--- config.mk ---
export PLATFORM = sky130hd
export DESIGN_NAME = operand_loader_flat
export DESIGN_NICKNAME = d
export VERILOG_FILES = /design/src/rtl/operand_loader_pkg.sv /design/src/rtl/operand_loader_if.sv /design/src/rtl/operand_loader_sipo_shift.sv /design/src/rtl/operand_loader.sv /design/src/flat_wrapper.sv
export SDC_FILE = /design/constraint.sdc
export NUM_CORES = 1
export LEC_CHECK = 0
export CAP_MARGIN = 20
export CELL_PAD_IN_SITES_DETAIL_PLACEMENT = 2
export CELL_PAD_IN_SITES_GLOBAL_PLACEMENT = 2
export CORE_ASPECT_RATIO = 0.7
export CORE_UTILIZATION = 35
export CTS_CLUSTER_DIAMETER = 50
export DETAILED_ROUTE_END_ITERATION = 12
export HOLD_SLACK_MARGIN = 0.08
export PLACE_DENSITY = 0.87
export SETUP_SLACK_MARGIN = 0.02
export SKIP_LAST_GASP = 1
export SYNTH_ARGS = -nofsm -noshare
export SYNTH_HDL_FRONTEND = slang
export SYNTH_SLANG_ARGS = --single-unit
--- constraint.sdc ---
create_clock -name clk -period 3.3 [get_ports clk]
set_input_delay 0.33 -clock clk [delete_from_list [all_inputs] [get_ports clk]]
set_output_delay 0.33 -clock clk [all_outputs]
set_load 0.005 [all_outputs]
--- src/rtl/operand_loader_pkg.sv ---
// Shared types and sizing helpers for the framed serial operand loader.
package operand_loader_pkg;

    localparam int MIN_WIDTH = 2;
    localparam int MAX_WIDTH = 32;

    typedef enum logic [1:0] {
        IDLE  = 2'd0,
        SHIFT = 2'd1,
        HOLD  = 2'd2
    } state_e;

    // Bit counter width; never below one bit so the counter always exists.
    function automatic int cnt_w(input int width);
        int w;
        w = $clog2(width);
        return (w < 1) ? 1 : w;
    endfunction

endpackage

--- src/rtl/operand_loader_if.sv ---
// Serial load side and parallel operand handshake of the operand loader.
interface operand_loader_if #(
    parameter int WIDTH = 8
);
    logic             start;
    logic             bit_valid;
    logic             ser_a;
    logic             ser_b;
    logic             op_ready;
    logic [WIDTH-1:0] op_a;
    logic [WIDTH-1:0] op_b;
    logic             op_valid;
    logic             busy;
    logic             overrun;

    modport master (
        output start, bit_valid, ser_a, ser_b, op_ready,
        input  op_a, op_b, op_valid, busy, overrun
    );

    modport slave (
        input  start, bit_valid, ser_a, ser_b, op_ready,
        output op_a, op_b, op_valid, busy, overrun
    );
endinterface

--- src/rtl/operand_loader_sipo_shift.sv ---
// Serial-in/parallel-out register, MSB first, with shift enable and clear.
module sipo_shift #(
    parameter int WIDTH = 8
) (
    input  logic             clk,
    input  logic             reset,
    input  logic             clr,
    input  logic             shift_en,
    input  logic             ser_in,
    output logic [WIDTH-1:0] par_out
);

    logic [WIDTH-1:0] sh_q;
    logic [WIDTH-1:0] sh_d;

    always_comb begin
        sh_d = sh_q;
        if (clr) begin
            sh_d = '0;
        end else if (shift_en) begin
            sh_d = {sh_q[WIDTH-2:0], ser_in};
        end
    end

    always_ff @(posedge clk) begin
        if (reset) begin
            sh_q <= '0;
        end else begin
            sh_q <= sh_d;
        end
    end

    assign par_out = sh_q;

endmodule

--- src/rtl/operand_loader.sv ---
// Frames two MSB-first serial operands and presents each completed pair on a
// valid/ready handshake backed by one-deep holding registers.
module operand_loader
    import operand_loader_pkg::*;
#(
    parameter int WIDTH = 8
) (
    input  logic                  clk,
    input  logic                  reset,
    input  logic                  enable,
    operand_loader_if.slave       lb
);

    localparam int CW = cnt_w(WIDTH);

    generate
        if (WIDTH < MIN_WIDTH || WIDTH > MAX_WIDTH) begin : g_bad_width
            $error("operand_loader: WIDTH out of range");
        end
    endgenerate

    state_e           state_q, state_d;
    logic [CW-1:0]    count_q, count_d;
    logic [WIDTH-1:0] op_a_q, op_a_d;
    logic [WIDTH-1:0] op_b_q, op_b_d;
    logic             op_valid_q, op_valid_d;
    logic             overrun_q, overrun_d;

    logic             sh_clr;
    logic             sh_en;
    logic [WIDTH-1:0] sh_a;
    logic [WIDTH-1:0] sh_b;
    logic             xfer;
    logic             hold_free;
    logic             last_bit;

    sipo_shift #(.WIDTH(WIDTH)) u_sh_a (
        .clk      (clk),
        .reset    (reset),
        .clr      (sh_clr),
        .shift_en (sh_en),
        .ser_in   (lb.ser_a),
        .par_out  (sh_a)
    );

    sipo_shift #(.WIDTH(WIDTH)) u_sh_b (
        .clk      (clk),
        .reset    (reset),
        .clr      (sh_clr),
        .shift_en (sh_en),
        .ser_in   (lb.ser_b),
        .par_out  (sh_b)
    );

    assign xfer      = op_valid_q & lb.op_ready;
    assign hold_free = ~op_valid_q | xfer;
    assign last_bit  = (count_q == CW'(WIDTH - 1));

    always_comb begin
        state_d    = state_q;
        count_d    = count_q;
        op_a_d     = op_a_q;
        op_b_d     = op_b_q;
        op_valid_d = op_valid_q;
        overrun_d  = overrun_q;
        sh_clr     = 1'b0;
        sh_en      = 1'b0;

        if (enable) begin
            // A transfer empties the holding regs unless a branch below refills them.
            if (xfer) begin
                op_valid_d = 1'b0;
            end

            unique case (state_q)
                IDLE: begin
                    if (lb.start) begin
                        state_d = SHIFT;
                        count_d = '0;
                        sh_clr  = 1'b1;
                    end
                end

                SHIFT: begin
                    if (lb.start) begin
                        count_d = '0;
                        sh_clr  = 1'b1;
                    end else if (lb.bit_valid) begin
                        sh_en = 1'b1;
                        if (last_bit) begin
                            count_d = '0;
                            if (hold_free) begin
                                op_a_d     = {sh_a[WIDTH-2:0], lb.ser_a};
                                op_b_d     = {sh_b[WIDTH-2:0], lb.ser_b};
                                op_valid_d = 1'b1;
                                state_d    = IDLE;
                            end else begin
                                state_d = HOLD;
                            end
                        end else begin
                            count_d = count_q + 1'b1;
                        end
                    end
                end

                HOLD: begin
                    if (xfer) begin
                        op_a_d     = sh_a;
                        op_b_d     = sh_b;
                        op_valid_d = 1'b1;
                        state_d    = IDLE;
                    end
                    if (lb.bit_valid) begin
                        overrun_d = 1'b1;
                    end
                end

                default: begin
                    state_d = IDLE;
                end
            endcase
        end
    end

    always_ff @(posedge clk) begin
        if (reset) begin
            state_q    <= IDLE;
            count_q    <= '0;
            op_a_q     <= '0;
            op_b_q     <= '0;
            op_valid_q <= 1'b0;
            overrun_q  <= 1'b0;
        end else begin
            state_q    <= state_d;
            count_q    <= count_d;
            op_a_q     <= op_a_d;
            op_b_q     <= op_b_d;
            op_valid_q <= op_valid_d;
            overrun_q  <= overrun_d;
        end
    end

    assign lb.op_a     = op_a_q;
    assign lb.op_b     = op_b_q;
    assign lb.op_valid = op_valid_q;
    assign lb.busy     = (state_q != IDLE);
    assign lb.overrun  = overrun_q;

endmodule

--- src/flat_wrapper.sv ---
// flat-port wrapper written by rule: the top's interface ports become plain ports
module operand_loader_flat import operand_loader_pkg::*;
#(
    parameter int WIDTH = 8
)
  (clk, reset, enable, lb_start, lb_bit_valid, lb_ser_a, lb_ser_b, lb_op_ready, lb_op_a, lb_op_b, lb_op_valid, lb_busy, lb_overrun);
  operand_loader_if #(.WIDTH(WIDTH)) lb_i ();
  input  logic clk;
  input  logic reset;
  input  logic enable;
  input wire logic [$bits(lb_i.start)-1:0] lb_start;
  input wire logic [$bits(lb_i.bit_valid)-1:0] lb_bit_valid;
  input wire logic [$bits(lb_i.ser_a)-1:0] lb_ser_a;
  input wire logic [$bits(lb_i.ser_b)-1:0] lb_ser_b;
  input wire logic [$bits(lb_i.op_ready)-1:0] lb_op_ready;
  output wire logic [$bits(lb_i.op_a)-1:0] lb_op_a;
  output wire logic [$bits(lb_i.op_b)-1:0] lb_op_b;
  output wire logic [$bits(lb_i.op_valid)-1:0] lb_op_valid;
  output wire logic [$bits(lb_i.busy)-1:0] lb_busy;
  output wire logic [$bits(lb_i.overrun)-1:0] lb_overrun;
  assign lb_i.start = lb_start;
  assign lb_i.bit_valid = lb_bit_valid;
  assign lb_i.ser_a = lb_ser_a;
  assign lb_i.ser_b = lb_ser_b;
  assign lb_i.op_ready = lb_op_ready;
  assign lb_op_a = lb_i.op_a;
  assign lb_op_b = lb_i.op_b;
  assign lb_op_valid = lb_i.op_valid;
  assign lb_busy = lb_i.busy;
  assign lb_overrun = lb_i.overrun;
  operand_loader #(.WIDTH(WIDTH)) u_core (.clk(clk), .reset(reset), .enable(enable), .lb(lb_i));
endmodule
==> results.md <==
- Status: finished clean
- RSZ-0062 raised after global routing: no
- Clock sink total: 39
- H-tree depth: 2
- Die extent in x: 88.7 um
- Remaining DRCs: 0
- Number of global-route vias before repair: 1649
- Max_cap viols: 0
- Synth async-reset ratio: 0%
- Post-DP HPWL: 3.30 mm
- Clock share of power: 36.8%
- Register bit total from synthesis: 39
- Max Clock Freq: 450 MHz
- Fraction of layout cells with a size suffix above 1: 13.8%
- Final std cells w/o fill: 293
- Via Count: 1487
- Sw Ratio: 23.9%
- Data required, critical path: 3500 ps
- Core ar.: 4910 um2
- Seq/Total Area, Yosys: 42.4%
- Distinct cells, synth: 35
- Static leakage: 0.710 nW
- Net Sw Power: 228 uW
- Slew @ Worst Pin: 692 ps
- Clock Latency Late Sink: 290 ps
- CTS buffer count: 5
- 1st-iter DRT viols: 64
- CTS tree: built
- Setup TNS: 0 ps
- Met1 Use GR: 25.4%
- Mapped Cells: 199
- Hold Vio Cnt, Final: 0
- Die area: 5560 um2
- Slew margin rel.: 53.9%
- DIE HEIGHT: 62.7 um
- HP Start: u_core.count_q[2]
- Post-Place Cells: 285
- Hold endpoint: u_core.count_q[2]
- Multi-input logic area: 951 um2
- Detailed Routing Iterations Pass 1: 2
- Met3 GRT Util: 4.36%
- Synth Area per Inst: 9.26 um2
- Area Growth Syn to Fin: 21.3%
- Reg2Reg Depth: 7
- Element type at the critical path end: flip-flop
- Clock Tree Buf Depth: 2
- # Post-CTS Setup Buffers: 0
- Most used routing layer: met2
- Routed len/inst: 16.1 um
- CTS Hold Bufs: 0
- Internal power: 727 uW
- WL final: 4.72 mm
- Reg2reg setup slack: 1080 ps
- Row count: 21
- CP startpoint kind: flip-flop
- Final setup skew: 3.40 ps
- Worst-path clk slew: 70 ps
- Sequential power share: 51.5%
- IO Pins: 27
- Synth Cell Area: 1840 um2
- Antenna violations before repair: 0
- R2r startpoint: u_core.state_q[0]
- Global-route wire length before repair: 8.18 mm
- Hold Path Cell Cnt: 2
- Max Slew Vio Count: 0
- FF+latch area: 781 um2
- FILL cells: 562
- Final setup viols: 0
- Power Dens Cells: 427 nW/um2
- Worst EP arrival: 2420 ps
- Inserted Diodes: 0
- Worst hold path type: reg -> reg
- CP max FO: 16
- Worst r2r dst: u_core.lb.op_a[0]
- DR vias/cell: 5.08
- Total GRT Usage: 19.6%
- GR Overflow Total: 0
- Post-synth top area cell: dfxtp_1
- Worst path cell trace: inv_1, ha_1, or2_0, a221oi_4, buf_4, nor2_1, a211oi_1
- Kind of critical path: reg -> reg
- CTS Root Cell: clkbuf_8
- Mapped Nets: 212
- Comb power frac: 11.7%
- Final period util: 67.3%
- Post-synth EDFFs: 0
- Antenna-violating nets left: 0
- Port bufs: 26
- Largest net degree at the start of global routing: 26
- CTS resizes: 0
- Top cell type's share of synthesized area: 42.4%
- Yosys warnings: 0
- Top FF cell, synth: dfxtp_1
- Top cells by count, synth: 39 x dfxtp_1, 39 x nand2_1, 19 x a21oi_1
- Slowest cell on crit path: ha_1
- GP Congestion: 0.680
- NumNets Final: 236
- Crit path largest cell delay: 440 ps
- Peak supply drop: 0.268 mV
- Min Tclk post-route: 2220 ps
- Top post-synthesis cells by area: dfxtp_1 42%, a211oi_2 9.5%, mux2i_1 9.2%
- Starting Density: 37.5%
- M2 GR Usage: 31.6%
-- flip-flops by register name, summed over array words and instances, names as in the netlist --
signal and cells:
u_core.lb.op_a 8, u_core.lb.op_b 8, u_core.u_sh_a.par_out 8, u_core.u_sh_b.par_out 8, u_core.count_q 3, u_core.state_q 2
u_core.lb.op_valid 1, u_core.lb.overrun 1
-- cells in the final DEF (no fill, tap or decap), drive strengths merged, types with 2 or more instances in the layout --
master         count
nor2              18
a21oi             19
a211oi            17
a31oi              3
o21ai              4
ha                 5
clkbuf             8
mux2i             17
nand3b             2
buf                4
dfxtp             39
inv                7
o2111ai            2
a221oi             2
clkdlybuf4s50     26
nand2             39
-- critical path: cells and delay by family, from the launching register on --
family / cells / cell delay, ps
buffers and inverters: 2 / 380
flip-flops: 1 / 380
AND/OR/NAND/NOR: 2 / 420
adder cells (fa/ha/maj): 1 / 440
AO/OA/AOI/OAI: 2 / 510
-- cells by family (layout without fill, tap and decap cells) --
| kind of cell | after synthesis | after routing | share of synthesized area, % |
|---|---|---|---|
| AOI/OAI and AO/OA | 52 | 52 | 23.0 |
| adders and majority gates | 5 | 5 | 3.40 |
| buffers and inverters | 20 | 45 | 5.98 |
| DFF | 39 | 39 | 42.4 |
| muxes | 17 | 17 | 9.24 |
| and+or+nand+nor | 66 | 66 | 16.0 |
-- power by group through the flow --
stage               combinational [mW]  clock, mW  sequential (mW)
finish                           0.112      0.351            0.492
global route                     0.124      0.387            0.493
CTS                              0.114      0.362            0.492
detailed placement               0.113          0            0.503
global placement                 0.110          0            0.502
floorplan                       0.0649          0            0.502
-- layer usage --
layer	wire, um	share of wire, %
met5	0	0
met1	2340	50
met4	70	1.5
met3	155	3.3
met2	2150	46
-- layout make-up --
type                    count  share of cell area (%)
clock buffers               8                    4.48
inverters                   7                    1.18
multi-input cells         140                    42.6
flip-flops and latches     39                    34.9
well taps                  69                    3.86
repair buffers             30                    13.0
-- metrics by stage --
step | hold WS [ps] | total power, mW | setup WS (ps) | cell area, um2 | utilization (%)
after detailed placement | 455 | 0.615 | 1070 | 2130 | 43.4
after floorplan | 436 | 0.567 | 1650 | 1840 | -
after global routing | 499 | 1.00 | 928 | 2230 | 45.5
after CTS | 467 | 0.968 | 1040 | 2230 | 45.5
after global placement | 442 | 0.612 | 1160 | 2130 | 43.4
final | 466 | 0.955 | 1080 | 2230 | 45.5
-- how the worst max path moves through the flow --
stage	from	end	slack, ps	cells after the start
after floorplan	u_core.state_q[0]	u_core.lb.op_a[4]	1650	7
after global placement	u_core.state_q[0]	u_core.lb.op_a[7]	1160	7
after detailed placement	lb_start	u_core.u_sh_b.par_out[4]	1070	5
after CTS	u_core.state_q[0]	u_core.lb.op_a[0]	1040	7
after global routing	u_core.state_q[0]	u_core.lb.op_b[0]	930	7
final	u_core.state_q[0]	u_core.lb.op_a[0]	1080	7
(Power assumes the default switching activity.)
